**config.mk**
```make
export PLATFORM = sky130hd
export DESIGN_NAME = iic_target
export DESIGN_NICKNAME = d
export VERILOG_FILES = /design/src/rtl/iic_target.sv
export SDC_FILE = /design/constraint.sdc
export NUM_CORES = 1
export LEC_CHECK = 0
export CORE_MARGIN = 1
export CORE_UTILIZATION = 55
export CTS_CLUSTER_SIZE = 20
export DETAILED_ROUTE_END_ITERATION = 8
export GPL_TIMING_DRIVEN = 0
export PLACE_DENSITY = 0.84
export SLEW_MARGIN = 15
export SYNTH_ARGS = -nofsm -noshare
export SYNTH_HDL_FRONTEND = slang
export SYNTH_SLANG_ARGS = --single-unit
```
**constraint.sdc**
```tcl
create_clock -name clk -period 4.65 [get_ports clk]
set_input_delay 0.93 -clock clk [delete_from_list [all_inputs] [get_ports clk]]
set_output_delay 0.93 -clock clk [all_outputs]
set_load 0.005 [all_outputs]
```
**src/rtl/iic_target.sv**
```systemverilog
// I2C target endpoint: oversampled SCL/SDA, 7-bit address match, byte RX/TX with host handshake.
// Define IIC_TARGET_GLITCH_FILTER_EN to add a 3-sample majority filter after the synchronizers.
module iic_target #(
    parameter int SYNC_STAGES = 2
) (
    input  logic       clk,
    input  logic       rst_n,
    input  logic       scl_in,
    input  logic       sda_in,
    output logic       sda_oe,
    input  logic [6:0] own_addr,
    output logic [7:0] rx_data,
    output logic       rx_valid,
    input  logic [7:0] tx_data,
    output logic       tx_load,
    output logic       selected,
    output logic       rw,
    output logic       busy,
    output logic [2:0] state_dbg
);
    typedef enum logic [2:0] {
        IDLE   = 3'd0,
        ADDR   = 3'd1,
        AACK   = 3'd2,
        RX     = 3'd3,
        RACK   = 3'd4,
        TX     = 3'd5,
        TACK   = 3'd6,
        IGNORE = 3'd7
    } state_t;

    state_t state;

    logic [SYNC_STAGES-1:0] scl_sync;
    logic [SYNC_STAGES-1:0] sda_sync;
    logic                   scl_s;
    logic                   sda_s;
    logic                   scl_p;
    logic                   sda_p;

    // Synchronizers reset to the idle-bus level so release from reset creates no false edge.
    always_ff @(posedge clk or negedge rst_n) begin
        if (!rst_n) begin
            scl_sync <= '1;
            sda_sync <= '1;
        end else begin
            scl_sync <= {scl_sync[SYNC_STAGES-2:0], scl_in};
            sda_sync <= {sda_sync[SYNC_STAGES-2:0], sda_in};
        end
    end

`ifdef IIC_TARGET_GLITCH_FILTER_EN
    logic [1:0] scl_w;
    logic [1:0] sda_w;
    logic       scl_maj;
    logic       sda_maj;

    always_comb begin
        scl_maj = (scl_sync[SYNC_STAGES-1] & scl_w[0]) | (scl_sync[SYNC_STAGES-1] & scl_w[1]) |
                  (scl_w[0] & scl_w[1]);
        sda_maj = (sda_sync[SYNC_STAGES-1] & sda_w[0]) | (sda_sync[SYNC_STAGES-1] & sda_w[1]) |
                  (sda_w[0] & sda_w[1]);
    end

    always_ff @(posedge clk or negedge rst_n) begin
        if (!rst_n) begin
            scl_w <= '1;
            sda_w <= '1;
            scl_s <= 1'b1;
            sda_s <= 1'b1;
        end else begin
            scl_w <= {scl_w[0], scl_sync[SYNC_STAGES-1]};
            sda_w <= {sda_w[0], sda_sync[SYNC_STAGES-1]};
            scl_s <= scl_maj;
            sda_s <= sda_maj;
        end
    end
`else
    assign scl_s = scl_sync[SYNC_STAGES-1];
    assign sda_s = sda_sync[SYNC_STAGES-1];
`endif

    always_ff @(posedge clk or negedge rst_n) begin
        if (!rst_n) begin
            scl_p <= 1'b1;
            sda_p <= 1'b1;
        end else begin
            scl_p <= scl_s;
            sda_p <= sda_s;
        end
    end

    logic start_ev;
    logic stop_ev;
    logic scl_r;
    logic scl_f;

    assign start_ev = scl_s & scl_p & sda_p & ~sda_s;
    assign stop_ev  = scl_s & scl_p & ~sda_p & sda_s;
    assign scl_r    = scl_s & ~scl_p;
    assign scl_f    = ~scl_s & scl_p;

    logic [7:0] shift;
    logic [2:0] bit_cnt;
    logic [6:0] addr_q;
    // byte_done marks "8th bit (or ACK) sampled, act on the next SCL fall"
    logic       byte_done;

    always_ff @(posedge clk or negedge rst_n) begin
        if (!rst_n) begin
            state     <= IDLE;
            sda_oe    <= 1'b0;
            rx_data   <= 8'h00;
            rx_valid  <= 1'b0;
            tx_load   <= 1'b0;
            selected  <= 1'b0;
            rw        <= 1'b0;
            busy      <= 1'b0;
            shift     <= 8'h00;
            bit_cnt   <= 3'd7;
            addr_q    <= 7'h00;
            byte_done <= 1'b0;
        end else begin
            rx_valid <= 1'b0;
            tx_load  <= 1'b0;
            if (stop_ev) begin
                state     <= IDLE;
                sda_oe    <= 1'b0;
                selected  <= 1'b0;
                busy      <= 1'b0;
                byte_done <= 1'b0;
            end else if (start_ev) begin
                state     <= ADDR;
                sda_oe    <= 1'b0;
                selected  <= 1'b0;
                busy      <= 1'b1;
                bit_cnt   <= 3'd7;
                byte_done <= 1'b0;
                addr_q    <= own_addr;
            end else begin
                case (state)
                    IDLE: ;
                    ADDR: begin
                        if (scl_r) begin
                            shift   <= {shift[6:0], sda_s};
                            bit_cnt <= bit_cnt - 3'd1;
                            if (bit_cnt == 3'd0) byte_done <= 1'b1;
                        end else if (scl_f && byte_done) begin
                            byte_done <= 1'b0;
                            // General call (address 0) is deliberately never acknowledged.
                            if (shift[7:1] == addr_q && addr_q != 7'h00) begin
                                state  <= AACK;
                                sda_oe <= 1'b1;
                                rw     <= shift[0];
                            end else begin
                                state <= IGNORE;
                            end
                        end
                    end
                    AACK: begin
                        if (scl_f) begin
                            selected <= 1'b1;
                            bit_cnt  <= 3'd7;
                            if (rw) begin
                                state   <= TX;
                                tx_load <= 1'b1;
                                shift   <= tx_data;
                                sda_oe  <= ~tx_data[7];
                            end else begin
                                state  <= RX;
                                sda_oe <= 1'b0;
                            end
                        end
                    end
                    RX: begin
                        if (scl_r) begin
                            shift   <= {shift[6:0], sda_s};
                            bit_cnt <= bit_cnt - 3'd1;
                            if (bit_cnt == 3'd0) begin
                                rx_data   <= {shift[6:0], sda_s};
                                rx_valid  <= 1'b1;
                                byte_done <= 1'b1;
                            end
                        end else if (scl_f && byte_done) begin
                            byte_done <= 1'b0;
                            sda_oe    <= 1'b1;
                            state     <= RACK;
                        end
                    end
                    RACK: begin
                        if (scl_f) begin
                            sda_oe <= 1'b0;
                            state  <= RX;
                        end
                    end
                    TX: begin
                        if (scl_f) begin
                            if (bit_cnt == 3'd0) begin
                                sda_oe <= 1'b0;
                                state  <= TACK;
                            end else begin
                                bit_cnt <= bit_cnt - 3'd1;
                                shift   <= {shift[6:0], 1'b0};
                                sda_oe  <= ~shift[6];
                            end
                        end
                    end
                    TACK: begin
                        if (scl_r) begin
                            if (sda_s) begin
                                state  <= IGNORE;
                                sda_oe <= 1'b0;
                            end else begin
                                byte_done <= 1'b1;
                            end
                        end else if (scl_f && byte_done) begin
                            byte_done <= 1'b0;
                            tx_load   <= 1'b1;
                            shift     <= tx_data;
                            sda_oe    <= ~tx_data[7];
                            bit_cnt   <= 3'd7;
                            state     <= TX;
                        end
                    end
                    IGNORE: sda_oe <= 1'b0;
                    default: state <= IDLE;
                endcase
            end
        end
    end

    assign state_dbg = state;

endmodule

```
==> metrics <==
run status complete, no violations; routed via count 1838; NetSw 623 uW; sequential area share after synthesis a little under half; Root Driver clkbuf_8; clock buffer depth 2; top cells by area, synth dfrtp_1 (35%), mux2_2 (15%), dfstp_2 (10%), xor2_1 (3.0%), a21oi_1 (2.3%); CTS Sinks 42; asr flop ratio synth 100%; Yosys top cell area share 35.1%; commonest non-fill, non-tap cell in the layout clkdlybuf4s50_1; total design power 1.63 mW; clock network power share 15.0%; first-pass GRT wire length a little over 8 mm; most frequent cells in the layout clkdlybuf4s50_1 (34), dfrtp_1 (33), mux2_2 (31); Worst EP arrival 2.62 ns; reg2reg end shift[2]; Port Buffers 35; Crit. End Element register; hold_buf cts 0; worst-margin pin slew about 0.67 ns; Worst R2R Setup Slack 2.21 ns; placer congestion estimate slightly above 0.9; RSZ-0062 raised after global routing false; worst hold path cell count 0; Avg WL per Cell 16.9 um; synthesized area 0.00235 mm2; router iterations before antenna repair 4; Clk Latency, worst-skew pair 0.29 ns; dominant cell type by area after synthesis dfrtp_1; worst-case clock skew 0.00503 ns; Congestion Overflow GR 0; setup tns final 0 ns; minimum clock period after layout 2.44 ns; Post-synth EDFFs 0; kind of launch point of the worst setup path register; row count 23; Final setup viols 0; #FFs+latches synth between 40 and 50; postcts setup bufs 0; GRT Total Usage 24.9%; PwrDens 566 mW/mm2; internal power 1.01 mW; critical path peak fanout 8; post-route DRC violation count 0; antenna diode count 0; Cell variety after synth 52; Rel. slew slack a little over half; post-CTS sizing 0; CTS Buf Count 5; Placement Setup Slack 2.20 ns; antenna-violating nets left 0; Die H 67.4 um; maximum vdd drop 0.299 mV; Worst Hold Path EP scl_sync[1]; Final WS setup 2.21 ns; Worst Hold Class register to register; FF-to-FF path depth 7; number of global-route vias before repair 1751; core area 0.00406 mm2; Net Sw Frac 38.3%; # IOs 36; Reg clk slew, reported paths 0.08 ns; WS Path Type register to register; hold wc startpoint scl_sync[0]; final hold violations 0; Leakage 1.23 nW; Slew Limit Fails 0; pin count of the biggest net entering global routing 28; antenna violations before repair 0; share of power burned in combinational logic 50.6%; DP Wirelength 3.73 mm; FF-to-FF Start bit_cnt[0]; initial DRC count 136; htree depth 2; most common flop cell mapped by yosys dfrtp_1; Avg Vias per Cell 6.11; Area Growth Syn to Fin 22.2%; period utilisation layout 52.4%; aggregate routed wire length 5.08 mm; Syn Nets 228; MaxCap Viol Count 0; CP required between 4 and 5 ns; CTS tree done; layout cell share with drive strength beyond 1 26.7%; Reg power frac between 30% and 40%; die width 67.4 um; fmax 0.410 GHz; Initial Util 58.0%; Syn Area/Cell 11.4 um2; Die ar. ~0.0045 mm2; Cells after Synth 207; Nets 271; Syn. warnings 0
## power by group through the flow
| stage | Sequential (mW) | Combinational (mW) | Clock (mW) |
|---|---|---|---|
| after floorplan | 0.542 | 0.622 | 0 |
| after global placement | 0.563 | 0.790 | 0 |
| after detailed placement | 0.568 | 0.815 | 0 |
| after CTS | 0.561 | 0.819 | 0.251 |
| after global routing | 0.572 | 0.900 | 0.265 |
| final | 0.560 | 0.824 | 0.245 |
## logic make-up after synthesis
kind of cell | count (synthesis) | synth area share, %
simple gates | 59 | 14.2
xor+xnor | 9 | 3.35
mux | 36 | 17.5
flops | 42 | 45.1
buf+inv | 16 | 5.05
fa+ha+maj | 2 | 1.06
compound gates | 43 | 13.7
## state kept, by name (all words and copies together), names as in the netlist, 2 cells and up
| name | cells |
|---|---|
| shift | 8 |
| sda_sync | 2 |
| scl_sync | 2 |
| bit_cnt | 3 |
| addr_q | 7 |
| rx_data | 8 |
| state_dbg | 3 |
## worst max-delay path, stage by stage, from the launching register on
cell       delay (ns)
dfstp_2          0.54
inv_1            0.06
ha_1             0.21
nor3b_1          0.17
a31o_1           0.25
a2111oi_4        0.52
o211ai_4         0.24
mux2_2           0.33
## cell type report
type                    count  area [um2]
fillers                   279        1180
multi-input cells         149        1170
flip-flops and latches     42        1060
repair buffers             36         365
plain buffers              10        96.3
clock buffers               6        82.6
well taps                  50        62.6
inverters                   6        22.5
clock inverters             2        12.5
## synthesized netlist by cell type, types with 2 or more instances
cell type and n:
nand2b_1 5, buf_6 2, dfrtp_1 33, nor2_1 13, xor2_1 8, nor3_1 5, nand3b_1 3, a21boi_0 2
nand4b_1 2, ha_1 2, o31ai_1 2, nor3b_1 4, o21ai_0 10, clkbuf_8 4, dfstp_2 9, mux2_2 31
or2_2 2, clkbuf_1 3, nor4_1 5, nand2_1 7, mux2i_1 4, nand3_1 3, a311oi_1 2, a21oi_1 11
and3_1 3, inv_1 6
## routing by layer
metal | vias to the layer above | track usage [%] | routed length, um
li1 | 840 | - | -
met1 | 904 | 31.8 | 2090
met2 | 78 | 40.0 | 2480
met3 | 16 | 6.59 | 368
met4 | 0 | 10.4 | 138
met5 | - | 0 | 0
## through the flow
stage	area [um2]	util, %	hold slack (ns)	instances
after floorplan	2350	-	0.345	207
after global placement	2770	68.2	0.346	292
after detailed placement	2780	68.5	0.347	293
after CTS	2880	70.9	0.359	301
after global routing	2880	70.9	0.367	301
final	2880	70.9	0.358	301
## worst max-delay path by stage
stage,start,endpoint,slack (ns),cells after the start
floorplan,bit_cnt[0],shift[0],2.46,7
global placement,rst_n,state_dbg[0],1.64,1
detailed placement,bit_cnt[0],shift[2],2.20,7
CTS,bit_cnt[0],shift[2],2.20,7
global route,bit_cnt[0],shift[7],2.09,7
finish,bit_cnt[0],shift[2],2.21,7
Power figures use the tool's default switching activity.
